--- src/rtl/rf_write_arbiter_if.sv ---
// Bundle of the writeback, long-latency and register-file write signals
// around rf_write_arbiter. "slave" is the arbiter's view, "master" is the
// view of whatever drives the pipeline and long-latency sides.
interface rf_write_arbiter_if #(
    parameter int DATA_W = 32,
    parameter int REG_W  = 5,
    parameter int DEPTH  = 2
);
    localparam int CNT_W = $clog2(DEPTH + 1);

    // Pipeline writeback side
    logic              wb_wback;
    logic [REG_W-1:0]  wb_wreg;
    logic [DATA_W-1:0] wb_wdata;
    logic              wb_stall;

    // Long-latency side
    logic              ll_valid;
    logic              ll_ready;
    logic [REG_W-1:0]  ll_wreg;
    logic [DATA_W-1:0] ll_wdata;

    // Register-file write port and occupancy
    logic              rf_we;
    logic [REG_W-1:0]  rf_wreg;
    logic [DATA_W-1:0] rf_wdata;
    logic [CNT_W-1:0]  ll_pending;

    modport slave (
        input  wb_wback, wb_wreg, wb_wdata,
        output wb_stall,
        input  ll_valid, ll_wreg, ll_wdata,
        output ll_ready,
        output rf_we, rf_wreg, rf_wdata, ll_pending
    );

    modport master (
        output wb_wback, wb_wreg, wb_wdata,
        input  wb_stall,
        output ll_valid, ll_wreg, ll_wdata,
        input  ll_ready,
        input  rf_we, rf_wreg, rf_wdata, ll_pending
    );
endinterface

--- src/rtl/rf_write_arbiter.sv ---
// Register-file write port arbiter. Pipeline writebacks normally own the
// port; long-latency results wait in a small FIFO and take idle slots, or
// are forced through (stalling writeback one cycle) once the FIFO head has
// waited MAX_WAIT cycles.
//
// Handshakes:
//   ll side: a transfer happens on any rising edge where ll_valid && ll_ready.
//     The producer keeps ll_valid and its payload stable until that edge;
//     ll_ready does not depend on ll_valid. A transfer to x0 is consumed
//     but never stored.
//   wb side: a request with wb_wback && wb_wreg != 0 is consumed on the edge
//     where wb_stall is low; while wb_stall is high the pipeline holds its
//     wb_* inputs unchanged for the next cycle.
module rf_write_arbiter #(
    parameter int DATA_W   = 32,
    parameter int REG_W    = 5,
    parameter int DEPTH    = 2,
    parameter int MAX_WAIT = 4
) (
    input  logic              clk,
    input  logic              rst,
    rf_write_arbiter_if.slave bus
);
    localparam int CNT_W = $clog2(DEPTH + 1);
    localparam int PTR_W = (DEPTH > 1) ? $clog2(DEPTH) : 1;
    localparam int AGE_W = $clog2(MAX_WAIT + 1);

    localparam logic [PTR_W-1:0] LAST_PTR = PTR_W'(DEPTH - 1);
    localparam logic [CNT_W-1:0] FULL_CNT = CNT_W'(DEPTH);
    localparam logic [AGE_W-1:0] AGE_MAX  = AGE_W'(MAX_WAIT);

    // FIFO storage and bookkeeping
    logic [REG_W-1:0]  fifo_reg  [DEPTH];
    logic [DATA_W-1:0] fifo_data [DEPTH];
    logic [PTR_W-1:0]  rd_ptr_q, wr_ptr_q;
    logic [CNT_W-1:0]  count_q;
    logic [AGE_W-1:0]  age_q;

    // Registered write port
    logic              rf_we_q;
    logic [REG_W-1:0]  rf_wreg_q;
    logic [DATA_W-1:0] rf_wdata_q;

    // Per-cycle decision
    logic wb_eff;
    logic head_valid;
    logic ll_ready_c;
    logic push;
    logic grant_ll;
    logic grant_wb;

    function automatic logic [PTR_W-1:0] next_ptr(input logic [PTR_W-1:0] p);
        return (p == LAST_PTR) ? '0 : p + PTR_W'(1);
    endfunction

    // Grant decision from current state: the head wins on an idle pipeline
    // slot or once it has waited long enough; otherwise writeback wins.
    always_comb begin
        wb_eff     = bus.wb_wback && (bus.wb_wreg != '0);
        head_valid = (count_q != '0);
        ll_ready_c = rst && (count_q < FULL_CNT);
        push       = bus.ll_valid && ll_ready_c && (bus.ll_wreg != '0);
        grant_ll   = head_valid && ((age_q >= AGE_MAX) || !wb_eff);
        grant_wb   = !grant_ll && wb_eff;
    end

    assign bus.ll_ready   = ll_ready_c;
    assign bus.wb_stall   = rst && grant_ll && wb_eff;
    assign bus.rf_we      = rf_we_q;
    assign bus.rf_wreg    = rf_wreg_q;
    assign bus.rf_wdata   = rf_wdata_q;
    assign bus.ll_pending = count_q;

    // FIFO payload storage; contents are don't-care until counted valid.
    always_ff @(posedge clk) begin
        if (push) begin
            fifo_reg[wr_ptr_q]  <= bus.ll_wreg;
            fifo_data[wr_ptr_q] <= bus.ll_wdata;
        end
    end

    // FIFO pointers and occupancy; a same-cycle push and pop keeps the count.
    always_ff @(posedge clk) begin
        if (!rst) begin
            rd_ptr_q <= '0;
            wr_ptr_q <= '0;
            count_q  <= '0;
        end else begin
            if (push)     wr_ptr_q <= next_ptr(wr_ptr_q);
            if (grant_ll) rd_ptr_q <= next_ptr(rd_ptr_q);
            count_q <= count_q + CNT_W'(push) - CNT_W'(grant_ll);
        end
    end

    // Age of the current head: restarts whenever the head leaves or the
    // FIFO is empty, otherwise counts ungranted cycles up to MAX_WAIT.
    always_ff @(posedge clk) begin
        if (!rst) begin
            age_q <= '0;
        end else if (grant_ll || !head_valid) begin
            age_q <= '0;
        end else if (age_q != AGE_MAX) begin
            age_q <= age_q + AGE_W'(1);
        end
    end

    // Register-file write port; index and data hold when nothing is granted.
    always_ff @(posedge clk) begin
        if (!rst) begin
            rf_we_q    <= 1'b0;
            rf_wreg_q  <= '0;
            rf_wdata_q <= '0;
        end else begin
            rf_we_q <= grant_ll || grant_wb;
            if (grant_ll) begin
                rf_wreg_q  <= fifo_reg[rd_ptr_q];
                rf_wdata_q <= fifo_data[rd_ptr_q];
            end else if (grant_wb) begin
                rf_wreg_q  <= bus.wb_wreg;
                rf_wdata_q <= bus.wb_wdata;
            end
        end
    end
endmodule

--- src/flat_wrapper.sv ---
// flat-port wrapper written by rule: the top's interface ports become plain ports
module rf_write_arbiter_flat 
#(
    parameter int DATA_W   = 32,
    parameter int REG_W    = 5,
    parameter int DEPTH    = 2,
    parameter int MAX_WAIT = 4
)
  (clk, rst, bus_wb_wback, bus_wb_wreg, bus_wb_wdata, bus_wb_stall, bus_ll_valid, bus_ll_wreg, bus_ll_wdata, bus_ll_ready, bus_rf_we, bus_rf_wreg, bus_rf_wdata, bus_ll_pending);
  rf_write_arbiter_if #(.DATA_W(DATA_W), .REG_W(REG_W), .DEPTH(DEPTH)) bus_i ();
  input  logic clk;
  input  logic rst;
  input wire logic [$bits(bus_i.wb_wback)-1:0] bus_wb_wback;
  input wire logic [$bits(bus_i.wb_wreg)-1:0] bus_wb_wreg;
  input wire logic [$bits(bus_i.wb_wdata)-1:0] bus_wb_wdata;
  output wire logic [$bits(bus_i.wb_stall)-1:0] bus_wb_stall;
  input wire logic [$bits(bus_i.ll_valid)-1:0] bus_ll_valid;
  input wire logic [$bits(bus_i.ll_wreg)-1:0] bus_ll_wreg;
  input wire logic [$bits(bus_i.ll_wdata)-1:0] bus_ll_wdata;
  output wire logic [$bits(bus_i.ll_ready)-1:0] bus_ll_ready;
  output wire logic [$bits(bus_i.rf_we)-1:0] bus_rf_we;
  output wire logic [$bits(bus_i.rf_wreg)-1:0] bus_rf_wreg;
  output wire logic [$bits(bus_i.rf_wdata)-1:0] bus_rf_wdata;
  output wire logic [$bits(bus_i.ll_pending)-1:0] bus_ll_pending;
  assign bus_i.wb_wback = bus_wb_wback;
  assign bus_i.wb_wreg = bus_wb_wreg;
  assign bus_i.wb_wdata = bus_wb_wdata;
  assign bus_wb_stall = bus_i.wb_stall;
  assign bus_i.ll_valid = bus_ll_valid;
  assign bus_i.ll_wreg = bus_ll_wreg;
  assign bus_i.ll_wdata = bus_ll_wdata;
  assign bus_ll_ready = bus_i.ll_ready;
  assign bus_rf_we = bus_i.rf_we;
  assign bus_rf_wreg = bus_i.rf_wreg;
  assign bus_rf_wdata = bus_i.rf_wdata;
  assign bus_ll_pending = bus_i.ll_pending;
  rf_write_arbiter #(.DATA_W(DATA_W), .REG_W(REG_W), .DEPTH(DEPTH), .MAX_WAIT(MAX_WAIT)) u_core (.clk(clk), .rst(rst), .bus(bus_i));
endmodule
--- config.mk ---
export PLATFORM = sky130hd
export DESIGN_NAME = rf_write_arbiter_flat
export DESIGN_NICKNAME = d
export VERILOG_FILES = /design/src/rtl/rf_write_arbiter_if.sv /design/src/rtl/rf_write_arbiter.sv /design/src/flat_wrapper.sv
export SDC_FILE = /design/constraint.sdc
export NUM_CORES = 1
export LEC_CHECK = 0
export BUFFER_PORTS_ARGS = -buffer_cell sky130_fd_sc_hd__buf_2
export CAP_MARGIN = 20
export CORE_ASPECT_RATIO = 1.1
export CORE_MARGIN = 4
export CORE_UTILIZATION = 23
export CTS_BUF_LIST = sky130_fd_sc_hd__clkbuf_16
export DETAILED_ROUTE_END_ITERATION = 12
export GPL_TIMING_DRIVEN = 0
export HOLD_SLACK_MARGIN = 0.03
export PLACE_DENSITY_LB_ADDON = 0.05
export SLEW_MARGIN = 20
export SYNTH_ARGS = -nofsm -noshare
export SYNTH_HDL_FRONTEND = slang
export SYNTH_SLANG_ARGS = --single-unit
--- constraint.sdc ---
create_clock -name clk -period 2.54 [get_ports clk]
set_input_delay 0.127 -clock clk [delete_from_list [all_inputs] [get_ports clk]]
set_output_delay 0.127 -clock clk [all_outputs]
set_load 0.01 [all_outputs]
# Word-level counts from Yosys, hierarchy flattened
# Memory sizes are Yosys's and may differ from the RTL's. A register that Yosys moved wholly into a read port is not among the register bits.
# Index checks and enable logic that the tools add are counted.
# totals
mem_bits_rw,74
output_inout_bits,42
reg_bits,45
input_bits,78
elab_cells,49
n_memories,2
# memory_table
memory,words,word_bits,rd,rd_ports_with_merged_regs,wr,line,rtl
u_core.fifo_data,2,32,1,1,1,rf_write_arbiter.sv:34,logic [DATA_W-1:0] fifo_data [DEPTH];
u_core.fifo_reg,2,5,1,1,1,rf_write_arbiter.sv:33,logic [REG_W-1:0] fifo_reg [DEPTH];
# op_classes
order_cmp,2
bitwise,1
n_mux,12
addsub,5
reduce_logical,19
eq_ne,1
# op_table
cell,n
two-way mux 32 bit,2
two-way mux 5 bit,2
nonzero test 5 bit,2
logical AND 1 bit,8
two-way mux 1 bit,8
nonzero test 2 bit,2
adder 3 x 1 -> 3 bit (second input constant),1
greater-or-equal comparator 3 bit (second input constant),1
zero test 1 bit,3
logical OR 1 bit,3
!= test 3 bit (second input constant),1
adder 1 bit (second input constant),2
adder 2 x 1 -> 2 bit,1
< comparator 2 bit (second input constant),1
OR reduction 2 bit,1
subtractor 2 x 1 -> 2 bit,1
inverter 1 bit,1

# Longest topological paths before layout
# depth
ltp_word,9
depth_mapped,9
depth_no_buf,7

# Worst setup path before layout
# No wires, ideal clock.
# synth_timing
kind,reg2reg
from,register u_core.count_q[1] (netlist: u_core.bus.ll_pending[1])
to,"memory u_core.fifo_data[0][0], enable pin"
stages_incl_launch_ff,4
path_slack_ns,-0.495
n_path_buf,0
period_less_slack_ns,3.035
setup_time_ns,0.436
t_arrival_ns,2.600
required_ns,2.104
path_cell_list,dfxtp_1 -> nor2b_1 -> o311a_1 -> nor2b_1
# synth_between
elab_chain_cells,6
# synth_lines
element,line,rtl
start: declaration,rf_write_arbiter.sv:36,logic [CNT_W-1:0] count_q;
start signal: assignment,rf_write_arbiter.sv:91,count_q <= count_q + CNT_W'(push) - CNT_W'(grant_ll);
< comparator 2 bit,rf_write_arbiter.sv:61,ll_ready_c = rst && (count_q < FULL_CNT);
logical AND 1 bit,rf_write_arbiter.sv:61,
via bus_ll_ready,flat_wrapper.sv:20,output wire logic [$bits(bus_i.ll_ready)-1:0] bus_ll_ready;
logical AND 1 bit (2 in series),rf_write_arbiter.sv:62,push = bus.ll_valid && ll_ready_c && (bus.ll_wreg != '0);
two-way mux 1 bit,rf_write_arbiter.sv:76,if (push) begin
two-way mux 1 bit (implied by the code),rf_write_arbiter.sv:78,fifo_data[wr_ptr_q] <= bus.ll_wdata;
end: declaration,rf_write_arbiter.sv:34,
# The timed path passes the listed nets, and every way through them passes these cells.

==> impl_metrics.csv <==
group,metric,value,unit
status,status,"finished, final reports clean",
place,portBuffers,119,
timing,maxSlewViolCount,0,
cells_and_area,fillers,2135,
place,gp_congestion,0.678,
synth,synth.avg_cell_area,12.7,sq um
global_route,overflow,0,
place,dp.final_hpwl,10700,um
clocking,ctsLongestPathBuffers,2,
floorplan,die_area,23400,sq um
timing,tightest_slew,0.884,ns
power_and_ir_drop,ir_drop,450,uV
power_and_ir_drop,pwr_density_cell,709,nW/um^2
power_and_ir_drop,seqPwrFrac,0.464,
global_route,grt_use_total,0.134,
synth,netlist_area,4820,sq um
critical_path,r2r_end,"u_core.bus.rf_wdata[25]",
critical_path,critPathTopFamily,"buffers and inverters",
critical_path,cp-startpoint,"rst",
critical_path,r2r_start,"u_core.bus.ll_pending[1]",
timing,max_freq,0.433,GHz
detailed_routing,routed_wl,15400,um
synth,synth-seq-cells,120,
power_and_ir_drop,p_switching,1.17,mW
hold_path,hold_path.class,"in -> reg",
detailed_routing,first_pass_iters,4,
critical_path,cp_max_fo,10,
detailed_routing,vias,3815,
place,dp_cells,758,
global_route,grt_max_degree,22,
power_and_ir_drop,swShare,0.245,
detailed_routing,avgViaCountPerCell,4.56,
cells_and_area,final_util,0.328,
run,drv_cap,0,
timing,setup_viol,0,
clocking,ctsHtreeMaxLevel,4,
power_and_ir_drop,p_leak,2.53,nW
critical_path,crit_slowest_cell,"nor3_2",
floorplan,start_util,0.234,
floorplan,die_h,160,um
synth,ys_seq_area_frac,0.652,
floorplan,num_rows,55,
synth,netlist_instances,381,
timing,fin_crit_sh,0.909,
timing,fin_crit,2.31,ns
floorplan,die_w,146,um
critical_path,crit_buf_inv,4,
critical_path,path_cells,"dlygate4sd3_1, buf_2, clkinv_1, nor3_2, clkbuf_1, nand3_1, o31ai_1",
global_route,grt_pass1_vias,3952,
global_route,antenna_found_initial,0,
synth,synthTopCellsByArea,"edfxtp_1 46%, dfxtp_1 19%, a2111oi_0 6.7%",
clocking,clock_sinks,120,
global_route,grt_pass1_wl,23300,um
timing,finClkSkew,0.0132,ns
critical_path,crit_type,"in -> reg",
cells_and_area,fin_nets,648,
critical_path,ff2ff_setup_slack,0.36,ns
power_and_ir_drop,p_clk_frac,0.420,
power_and_ir_drop,internal_power,3.61,mW
synth,synthDistinctLibCells,35,
cells_and_area,synthToLayoutAreaGrowth,39.8,%
detailed_routing,wl_per_cell,18.4,um
synth,synth_top_cell_by_area,"edfxtp_1",
timing,finalHoldViolCount,0,
clocking,tritoncts,"yes",
cells_and_area,finalNonFillerCells,836,
clocking,cts-root-buf,"clkbuf_16",
critical_path,ff2ff_path_depth,5,
timing,rsz0062_at_grt,"false",
synth,synth_top_area_share,0.461,
clocking,cts_setup_buffers,0,
detailed_routing,drtIter0Drc,137,
timing,slew_headroom,0.408,
clocking,clock_latency,0.41,ns
clocking,clk_pin_slew,0.05,ns
synth,syn_nets,462,
critical_path,arrival,2.63,ns
critical_path,start_kind,"input pin",
critical_path,crit_path_end,"u_core.bus.rf_wreg[4]",
floorplan,ios,120,
power_and_ir_drop,finalPower,4.78,mW
critical_path,max_stage_delay,0.78,ns
detailed_routing,drc,0,
detailed_routing,ant_nets,0,
cells_and_area,final_common_cell,"buf_2",
floorplan,core_area,20600,sq um
critical_path,cp-end-kind,"register",
critical_path,cp.required,2.86,ns
cells_and_area,antennaDiodeCount,0,
cells_and_area,largest_reg_flops,64,
power_and_ir_drop,p_comb_frac,0.116,
synth,yosysWarnings,0,
clocking,cts_buffers,17,
critical_path,worstSetupPathDepth,7,
cells_and_area,final_cell_mix,"123 x buf_2, 74 x edfxtp_1, 46 x dfxtp_1, 46 x dlygate4sd3_1, 40 x a21oi_1",
cells_and_area,layout-drive-gt1-share,0.279,
[tightest hold or removal path: cells and delay by family]
family	cells	cell delay (ns)
buf+inv	1	0.07
compound gates	2	0.22
[per-layer routing]
metal	vias to the layer above	wire, um	track usage
li1	1870	-	-
met1	1844	6950	0.169
met2	90	7590	0.223
met3	11	700	0.0363
met4	0	169	0.0441
met5	-	0	0
[Yosys cell counts]
master / instances
edfxtp_1: 74
dfxtp_1: 46
a21oi_1: 40
nor2b_1: 39
nand3_1: 38
a2111oi_0: 37
o31ai_1: 37
clkbuf_1: 23
and2_1: 5
buf_2: 4
buf_4: 3
buf_6: 3
ha_1: 3
inv_1: 3
nand2_1: 3
a21o_1: 2
nor2_1: 2
or3_1: 2
and2b_2: 1
buf_1: 1
clkbuf_2: 1
clkinv_1: 1
nand3b_1: 1
nor3_2: 1
nor4_1: 1
nor4b_1: 1
o21ai_0: 1
o311a_1: 1
o311ai_0: 1
o31a_4: 1
o31ai_2: 1
o31ai_4: 1
or2_2: 1
or3_4: 1
xnor2_1: 1
[cell type report]
type	count	area, sq um	area share
plain buffers	35	171	0.0254
clock buffers	17	425	0.0631
clock inverters	15	61.3	0.00909
inverters	4	15.0	0.00223
multi-input cells	222	1500	0.223
flip-flops and latches	120	3140	0.466
well taps	256	320	0.0475
repair buffers	167	1100	0.164
[repair_timing]
| item | CTS | global route |
|---|---|---|
| hold buffers | 46 | 0 |
| hold endpoints to repair | 83 | 0 |
| gates resized for setup | 0 | 0 |
[through the flow]
step / area (sq um) / TNS [ns] / setup slack, ns / hold slack (ns)
after CTS: 6740 / 0 / 0.211 / 0.0305
after global routing: 6740 / 0 / 0.0657 / 0.0374
after detailed placement: 5800 / 0 / 0.284 / 0.323
after floorplan: 4830 / 0 / 0.197 / 0.226
final: 6740 / 0 / 0.230 / 0.0472
after global placement: 5740 / -37.30 / -0.596 / 0.318
[cells by family after synthesis]
kind of cell,count (synthesis),synth area share
xor gates and xnor gates,1,0.00182
buffers and inverters,39,0.0386
and+or+nand+nor,96,0.115
DFF,120,0.652
adders and majority gates,3,0.00778
AOI/OAI and AO/OA,122,0.185
[power groups by stage]
stage / clock network (mW) / registers [mW] / logic (mW)
after floorplan: 0 / 2.28 / 0.224
after global placement: 0 / 2.26 / 0.503
after detailed placement: 0 / 2.26 / 0.519
after CTS: 2.08 / 2.22 / 0.576
after global routing: 2.17 / 2.23 / 0.613
final: 2.01 / 2.22 / 0.557
[how the worst min path moves through the flow]
| stage | from | to | slack (ns) | cells past startpoint |
|---|---|---|---|---|
| floorplan | bus_ll_wdata[0] | u_core.fifo_data[0][0] | 0.23 | 0 |
| global placement | bus_ll_wdata[9] | u_core.fifo_data[0][9] | 0.32 | 1 |
| detailed placement | bus_ll_wdata[16] | u_core.fifo_data[0][16] | 0.32 | 1 |
| CTS | bus_wb_wdata[23] | u_core.bus.rf_wdata[23] | 0.03 | 3 |
| global route | bus_wb_wdata[28] | u_core.bus.rf_wdata[28] | 0.04 | 3 |
| finish | bus_wb_wdata[23] | u_core.bus.rf_wdata[23] | 0.05 | 3 |
Note: power is estimated with default switching activity, not from simulation.
